==> config.mk <==
export PLATFORM = sky130hd
export DESIGN_NAME = naneye_rx_decoder
export DESIGN_NICKNAME = d
export VERILOG_FILES = /design/src/rtl/naneye_pkg.sv /design/src/rtl/naneye_runlen.sv /design/src/rtl/naneye_rx_decoder.sv
export SDC_FILE = /design/constraint.sdc
export NUM_CORES = 1
export LEC_CHECK = 0
export CAP_MARGIN = 30
export CORE_MARGIN = 1
export CORE_UTILIZATION = 25
export DETAILED_ROUTE_END_ITERATION = 10
export GPL_ROUTABILITY_DRIVEN = 0
export PLACE_DENSITY_LB_ADDON = 0.3
export SYNTH_ARGS = -nofsm -noshare
export SYNTH_HDL_FRONTEND = slang
export SYNTH_SLANG_ARGS = --single-unit
==> constraint.sdc <==
create_clock -name SCLOCK -period 3.3 [get_ports SCLOCK]
set_clock_uncertainty 0.1 [all_clocks]
set_input_delay 0.99 -clock SCLOCK [delete_from_list [all_inputs] [get_ports SCLOCK]]
set_output_delay 0.99 -clock SCLOCK [all_outputs]
set_load 0.02 [all_outputs]
==> src/rtl/naneye_pkg.sv <==
// rtl/naneye_pkg.sv - shared state encoding and default thresholds for the NanEye receive decoder
package naneye_pkg;

    // One-hot decoder states
    typedef enum logic [4:0] {
        ST_IDLE     = 5'b00001,
        ST_SYNC     = 5'b00010,
        ST_DECODE   = 5'b00100,
        ST_EOF      = 5'b01000,
        ST_UPSTREAM = 5'b10000
    } state_t;

    // Default configuration values for the CFG_* inputs
    localparam int DEF_HF_BIT   = 8;
    localparam int DEF_FL_BIT   = 17;
    localparam int DEF_SYNC_CNT = 6060;
    localparam int DEF_EOF_CNT  = 153;

endpackage

==> src/rtl/naneye_runlen.sv <==
// rtl/naneye_runlen.sv - IDDR pair pipeline, run-length accumulator and half/full period classifier
module naneye_runlen
    import naneye_pkg::*;
#(
    parameter int LEN_W = 6
) (
    input  logic             clk,
    input  logic             rst_n,
    input  logic             din_h,
    input  logic             din_l,
    input  logic [LEN_W-1:0] cfg_hf_bit,
    input  logic [LEN_W-1:0] cfg_fl_bit,
    output logic             trans_o,
    output logic             full_o,
    output logic             half_o,
    output logic             long_zero_o
);

    logic [1:0]       s1_q, s1_d;
    logic [1:0]       s2_q, s2_d;
    logic             prev_lsb_q, prev_lsb_d;
    logic [LEN_W-1:0] acc_q, acc_d;
    logic [LEN_W-1:0] len_q, len_d;
    logic             tvld_q, tvld_d;
    logic             lz_q, lz_d;

    logic             mixed;
    logic             const_tr;
    logic [LEN_W:0]   sum1;
    logic [LEN_W:0]   sum2;
    logic [LEN_W-1:0] acc_p1;
    logic [LEN_W-1:0] acc_p2;

    // Next-state: pair pipeline, run-length accumulation, transition latch and long-zero detect
    always_comb begin
        s1_d       = {din_h, din_l};
        s2_d       = s1_q;
        prev_lsb_d = s2_q[0];

        // A mixed pair has its edge mid-pair; a constant pair only marks an edge if it differs from the last sample
        mixed    = s2_q[1] ^ s2_q[0];
        const_tr = !mixed && (s2_q[0] != prev_lsb_q);

        sum1   = {1'b0, acc_q} + (LEN_W+1)'(1);
        sum2   = {1'b0, acc_q} + (LEN_W+1)'(2);
        acc_p1 = sum1[LEN_W] ? '1 : sum1[LEN_W-1:0];
        acc_p2 = sum2[LEN_W] ? '1 : sum2[LEN_W-1:0];

        acc_d  = acc_p2;
        len_d  = len_q;
        tvld_d = 1'b0;
        if (mixed) begin
            acc_d  = LEN_W'(1);
            len_d  = acc_p1;
            tvld_d = !lz_q;
        end else if (const_tr) begin
            acc_d  = LEN_W'(2);
            len_d  = acc_q;
            tvld_d = !lz_q;
        end

        lz_d = lz_q;
        if (s2_q != 2'b00) begin
            lz_d = 1'b0;
        end else if (acc_q > cfg_fl_bit) begin
            lz_d = 1'b1;
        end
    end

    // State registers
    always_ff @(posedge clk or negedge rst_n) begin
        if (!rst_n) begin
            s1_q       <= 2'b00;
            s2_q       <= 2'b00;
            prev_lsb_q <= 1'b0;
            acc_q      <= '0;
            len_q      <= '0;
            tvld_q     <= 1'b0;
            lz_q       <= 1'b0;
        end else begin
            s1_q       <= s1_d;
            s2_q       <= s2_d;
            prev_lsb_q <= prev_lsb_d;
            acc_q      <= acc_d;
            len_q      <= len_d;
            tvld_q     <= tvld_d;
            lz_q       <= lz_d;
        end
    end

    // Compare stage uses the live threshold so configuration changes apply on the next edge
    assign trans_o     = tvld_q;
    assign full_o      = tvld_q && (len_q > cfg_hf_bit);
    assign half_o      = tvld_q && !(len_q > cfg_hf_bit);
    assign long_zero_o = lz_q;

endmodule

==> src/rtl/naneye_rx_decoder.sv <==
// rtl/naneye_rx_decoder.sv - NanEye line decoder: frame FSM, bit recovery and word deserialiser
module naneye_rx_decoder
    import naneye_pkg::*;
#(
    parameter int LEN_W  = 6,
    parameter int WORD_W = 12,
    parameter int SYNC_W = 13,
    parameter int ERR_W  = 16
) (
    input  logic              SCLOCK,
    input  logic              RESET,
    input  logic              DIN_H,
    input  logic              DIN_L,
    input  logic              ENABLE,
    input  logic [LEN_W-1:0]  CFG_HF_BIT,
    input  logic [LEN_W-1:0]  CFG_FL_BIT,
    input  logic [SYNC_W-1:0] CFG_SYNC_CNT,
    input  logic [7:0]        CFG_EOF_CNT,
    output logic [WORD_W-1:0] WORD_DATA,
    output logic              WORD_VALID,
    output logic              FRAME_START,
    output logic              FRAME_END,
    output logic              FRAME_ACTIVE,
    output logic              BIT_ERROR,
    output logic [ERR_W-1:0]  ERR_CNT
);

    localparam int BC_W = $clog2(WORD_W + 1);

    logic trans, full, half, long_zero;

    naneye_runlen #(.LEN_W(LEN_W)) u_runlen (
        .clk         (SCLOCK),
        .rst_n       (RESET),
        .din_h       (DIN_H),
        .din_l       (DIN_L),
        .cfg_hf_bit  (CFG_HF_BIT),
        .cfg_fl_bit  (CFG_FL_BIT),
        .trans_o     (trans),
        .full_o      (full),
        .half_o      (half),
        .long_zero_o (long_zero)
    );

    state_t            state_q, state_d;
    logic [SYNC_W-1:0] cnt_q, cnt_d;
    logic              lz_prev_q, lz_prev_d;
    logic              half_flag_q, half_flag_d;
    logic              level_q, level_d;
    logic [WORD_W-1:0] sh_q, sh_d;
    logic [BC_W-1:0]   bc_q, bc_d;
    logic [WORD_W-1:0] word_data_q, word_data_d;
    logic              word_valid_q, word_valid_d;
    logic              frame_start_q, frame_start_d;
    logic              frame_end_q, frame_end_d;
    logic              frame_active_q, frame_active_d;
    logic              bit_error_q, bit_error_d;
    logic [ERR_W-1:0]  err_cnt_q, err_cnt_d;

    logic              lz_fall, lz_rise;
    logic              emit, ebit;
    logic [WORD_W-1:0] shifted;

    // Frame FSM, bit recovery and word assembly
    always_comb begin
        state_d        = state_q;
        cnt_d          = cnt_q;
        lz_prev_d      = long_zero;
        half_flag_d    = half_flag_q;
        level_d        = level_q;
        sh_d           = sh_q;
        bc_d           = bc_q;
        word_data_d    = word_data_q;
        word_valid_d   = 1'b0;
        frame_start_d  = 1'b0;
        frame_end_d    = 1'b0;
        bit_error_d    = 1'b0;
        err_cnt_d      = err_cnt_q;
        emit           = 1'b0;
        ebit           = 1'b0;
        shifted        = '0;

        lz_fall = lz_prev_q && !long_zero;
        lz_rise = !lz_prev_q && long_zero;

        case (state_q)
            ST_IDLE: begin
                cnt_d       = '0;
                half_flag_d = 1'b0;
                level_d     = 1'b0;
                sh_d        = '0;
                bc_d        = '0;
                if (lz_fall) state_d = ST_SYNC;
            end
            ST_SYNC: begin
                if (lz_rise) begin
                    state_d = ST_IDLE;
                    cnt_d   = '0;
                end else if (trans) begin
                    if (cnt_q + SYNC_W'(1) == CFG_SYNC_CNT) begin
                        state_d       = ST_DECODE;
                        cnt_d         = '0;
                        frame_start_d = 1'b1;
                    end else begin
                        cnt_d = cnt_q + SYNC_W'(1);
                    end
                end
            end
            ST_DECODE: begin
                if (full) begin
                    if (half_flag_q) begin
                        // A full period cannot follow an unpaired half period
                        bit_error_d = 1'b1;
                        half_flag_d = 1'b0;
                        if (err_cnt_q != '1) err_cnt_d = err_cnt_q + ERR_W'(1);
                    end else begin
                        level_d = !level_q;
                        emit    = 1'b1;
                        ebit    = !level_q;
                    end
                end else if (half) begin
                    half_flag_d = !half_flag_q;
                    if (half_flag_q) begin
                        emit = 1'b1;
                        ebit = level_q;
                    end
                end
                if (emit) begin
                    shifted = {sh_q[WORD_W-2:0], ebit};
                    if (bc_q == BC_W'(WORD_W - 1)) begin
                        word_data_d  = shifted;
                        word_valid_d = 1'b1;
                        sh_d         = '0;
                        bc_d         = '0;
                    end else begin
                        sh_d = shifted;
                        bc_d = bc_q + BC_W'(1);
                    end
                end
                // A completed word above is still published; only a partial word is dropped here
                if (lz_rise) begin
                    state_d     = ST_EOF;
                    cnt_d       = '0;
                    sh_d        = '0;
                    bc_d        = '0;
                    half_flag_d = 1'b0;
                    level_d     = 1'b0;
                end
            end
            ST_EOF: begin
                if (cnt_q + SYNC_W'(1) >= SYNC_W'(CFG_EOF_CNT)) begin
                    state_d     = ST_UPSTREAM;
                    cnt_d       = '0;
                    frame_end_d = 1'b1;
                end else begin
                    cnt_d = cnt_q + SYNC_W'(1);
                end
            end
            ST_UPSTREAM: begin
                state_d = ST_IDLE;
            end
            default: begin
                state_d = ST_IDLE;
            end
        endcase

        // Disable abandons everything except the error history
        if (!ENABLE) begin
            state_d       = ST_IDLE;
            cnt_d         = '0;
            half_flag_d   = 1'b0;
            level_d       = 1'b0;
            sh_d          = '0;
            bc_d          = '0;
            word_data_d   = '0;
            word_valid_d  = 1'b0;
            frame_start_d = 1'b0;
            frame_end_d   = 1'b0;
            bit_error_d   = 1'b0;
            err_cnt_d     = err_cnt_q;
        end

        frame_active_d = (state_d == ST_DECODE);
    end

    // State and registered outputs
    always_ff @(posedge SCLOCK or negedge RESET) begin
        if (!RESET) begin
            state_q        <= ST_IDLE;
            cnt_q          <= '0;
            lz_prev_q      <= 1'b0;
            half_flag_q    <= 1'b0;
            level_q        <= 1'b0;
            sh_q           <= '0;
            bc_q           <= '0;
            word_data_q    <= '0;
            word_valid_q   <= 1'b0;
            frame_start_q  <= 1'b0;
            frame_end_q    <= 1'b0;
            frame_active_q <= 1'b0;
            bit_error_q    <= 1'b0;
            err_cnt_q      <= '0;
        end else begin
            state_q        <= state_d;
            cnt_q          <= cnt_d;
            lz_prev_q      <= lz_prev_d;
            half_flag_q    <= half_flag_d;
            level_q        <= level_d;
            sh_q           <= sh_d;
            bc_q           <= bc_d;
            word_data_q    <= word_data_d;
            word_valid_q   <= word_valid_d;
            frame_start_q  <= frame_start_d;
            frame_end_q    <= frame_end_d;
            frame_active_q <= frame_active_d;
            bit_error_q    <= bit_error_d;
            err_cnt_q      <= err_cnt_d;
        end
    end

    assign WORD_DATA    = word_data_q;
    assign WORD_VALID   = word_valid_q;
    assign FRAME_START  = frame_start_q;
    assign FRAME_END    = frame_end_q;
    assign FRAME_ACTIVE = frame_active_q;
    assign BIT_ERROR    = bit_error_q;
    assign ERR_CNT      = err_cnt_q;

endmodule

==> impl_metrics.toml <==
[min_path]
holdPathEnd = "u_runlen.s2_q[0]"
hold_path.startpoint = "u_runlen.s1_q[0]"
hold_depth = 0
worstHoldPathType = "register to register"

[global_routing]
antenna_found_initial = 0
track_usage_pct = 12.6
grt_overflow = 0
grt_pass1_vias = 4282
grt_pass1_wl_um = 21700
grt_max_degree = 44

[clock_network]
clock_latency_ps = 340
clockBufferDepth = 2
numCtsBuffers = 9
cts_tree = "done"
clk_pin_slew_ps = 60
holdBufCountCts = 0
cts-root-buf = "clkbuf_16"
htree_levels = 3
cts_num_sinks = 88

[critical_path]
critPathKind = "input port to register"
cp.arrival_ps = 3380
endpoint_kind = "register"
path_cells = "clkdlybuf4s50_1, xnor2_1, o22ai_1, or4_1, or4_4, nor3_4, a31oi_1, nor3_1"
critPathMaxFanout = 3
slowest_delay_ps = 530
cp.required_ps = 3450
reg2reg_to = "cnt_q[10]"
cp_slowest_cell = "or4_4"
r2r_start = "cnt_q[3]"
rrSetupSlack_ps = 180
startpoint_type = "input port"
reg2regPathDepth = 14

[routing]
drtIter0Drc = 264
wl_met3_um = 509
route.met2.wl_um = 6120
met1_length_um = 6350
post_drt_wl_per_cell_um = 14.0
num_vias = 4437
drt.antenna.violating_nets = 0
routed.top_layer = "met4"
drc = 0
wl_um = 13100
first_pass_iters = 4
viasPerCell = 4.74

[synth]
ys_types = 69
synth_top_area_cell = "dfrtp_1"
synthArstFlopShare_pct = 100
yosys.area.top_type_share_pct = 41.2
synth_cells = 554
synth_ff_type = "dfrtp_1"
avgSynthCellArea_um2 = 9.54
synth_edf_count = 0
synth_nets = 618
yosys_warnings = 0
yosysSeqAreaShare_pct = 41.7
netlist_area_um2 = 5280
yosys_register_bits = 88
synth_area_leaders = "dfrtp_1 41%, ha_1 6.2%, xnor2_1 3.5%, xor2_1 3.3%, mux2i_1 3.2%"

[power_and_ir_drop]
power_uw = 2500
irDropWorstVdd_mv = 0.220
p_leak_uw = 0.00309
pwr_density_cell_nw_per_um2 = 357

[timing]
finalCriticalPeriod_ps = 3230
max_freq_mhz = 309
hold_violations = 0
slew_viol_final = 0
holdWs_ps = 248
finalCritPeriodShare_pct = 97.9
maxSlewHeadroom_pct = 50.6
tightestPinTransition_ps = 735
finalSetupViolCount = 0

[placement]
io_buffers = 70
post-place-cells = 919
dpl.hpwl_um = 9880

[die]
rows = 52
die_y_um = 147
die_area_um2 = 21700
io_pins = 71
core_um2 = 20500
start_util_pct = 25.8
fp.dieW_um = 147

[final_layout]
layout.cells.non_filler = 937
layout.nets = 726
fillers = 2111
antenna_cells = 0
syn_to_final_growth_pct = 32.6
drive_gt1_share_pct = 14.5

[outcome]
status = "complete, no violations"

[run]
maxCapViolCount = 0
## worst max-delay path, delay by kind of cell
family / cells / cell delay (ps)
buf+inv: 1 / 430
compound gates: 2 / 240
simple gates: 4 / 1480
xor+xnor: 1 / 230
## metal layers
metal | global-route usage, % | vias up
li1 | - | 2226
met2 | 20.4 | 71
met3 | 2.83 | 9
met4 | 3.45 | 0
met1 | 16.7 | 2131
met5 | 0 | -
## cell usage after synthesis, types with 15 or more instances
master	count
xnor2_1	21
inv_1	36
nor2b_1	15
dfrtp_1	87
ha_1	26
mux2i_1	17
nand4_1	17
a21oi_1	23
nand3_1	25
o21ai_0	20
nand2_1	31
xor2_1	20
nor2_1	33
## flip-flops by register name, indices dropped and copies added, names as in the netlist, 2 cells and up
| name | flops |
|---|---|
| u_runlen.s2_q | 2 |
| WORD_DATA | 12 |
| ERR_CNT | 16 |
| u_runlen.len_q | 6 |
| u_runlen.acc_q | 6 |
| u_runlen.s1_q | 2 |
| cnt_q | 13 |
| sh_q | 11 |
| bc_q | 4 |
| state_q | 5 |
## repair_timing
item	4_1_cts	5_1_grt
resized for setup	1	12
gates cloned	0	1
pin swaps	1	6
buffers inserted	0	1
setup endpoints to repair	2	36
## placed cells by master (no fill, tap or decap), types with 20 or more instances in the layout
master / Yosys / final
clkdlybuf4s50_1: 0 / 67
nand2_1: 31 / 31
xnor2_1: 21 / 20
a21oi_1: 23 / 22
dfrtp_1: 87 / 87
ha_1: 26 / 26
buf_4: 7 / 53
o21ai_0: 20 / 20
inv_1: 36 / 36
xor2_1: 20 / 20
nand3_1: 25 / 25
nor2_1: 33 / 33
## area by class of cell
type	instances	area [µm²]	share of cell area (%)
tap	270	338	4.82
clock buffer	9	225	3.22
inverter	36	135	1.93
timing repair buffer	124	1140	16.3
clock inverter	7	93.8	1.34
multi-input combinational	403	2870	41.0
sequential	88	2200	31.5
## worst max path at each step
stage / startpoint / to / slack [ps] / cells past startpoint
after floorplan: CFG_HF_BIT[3] / WORD_DATA[10] / 40 / 10
after global placement: CFG_SYNC_CNT[11] / cnt_q[9] / -360 / 8
after detailed placement: CFG_SYNC_CNT[9] / cnt_q[9] / -400 / 8
after CTS: cnt_q[3] / cnt_q[10] / 40 / 13
after global routing: cnt_q[0] / cnt_q[12] / -4 / 14
final: CFG_SYNC_CNT[11] / state_q[2] / 70 / 8
## through the flow
| step | utilization, % | TNS, ps | setup slack, ps | instance area (µm²) |
|---|---|---|---|---|
| 2_1_floorplan | - | 0 | 45.0 | 5280 |
| 3_3_place_gp | 32.1 | -10520 | -363 | 6590 |
| 3_5_place_dp | 32.1 | -11890 | -402 | 6590 |
| 4_1_cts | 33.7 | 0 | 44.4 | 6910 |
| 5_1_grt | 34.2 | -3.63 | -3.63 | 7000 |
| 6_report | 34.2 | 0 | 68.7 | 7000 |
## kinds of logic (layout without fill, tap and decap cells)
group	after synthesis	after routing	share of synthesized area [%]
multiplexers	20	20	3.86
AND/OR/NAND/NOR	199	199	21.1
buffers and inverters	63	176	5.14
AO/OA/AOI/OAI	117	117	15.3
adder cells (fa/ha/maj)	26	26	6.16
XOR/XNOR	41	41	6.80
flip-flops	88	88	41.7
## where the power goes
group	total [µW]	switching, µW	internal, µW
Combinational	272	138	135
Sequential	1130	24.1	1100
Clock	1100	441	663
(Power assumes the default switching activity.)
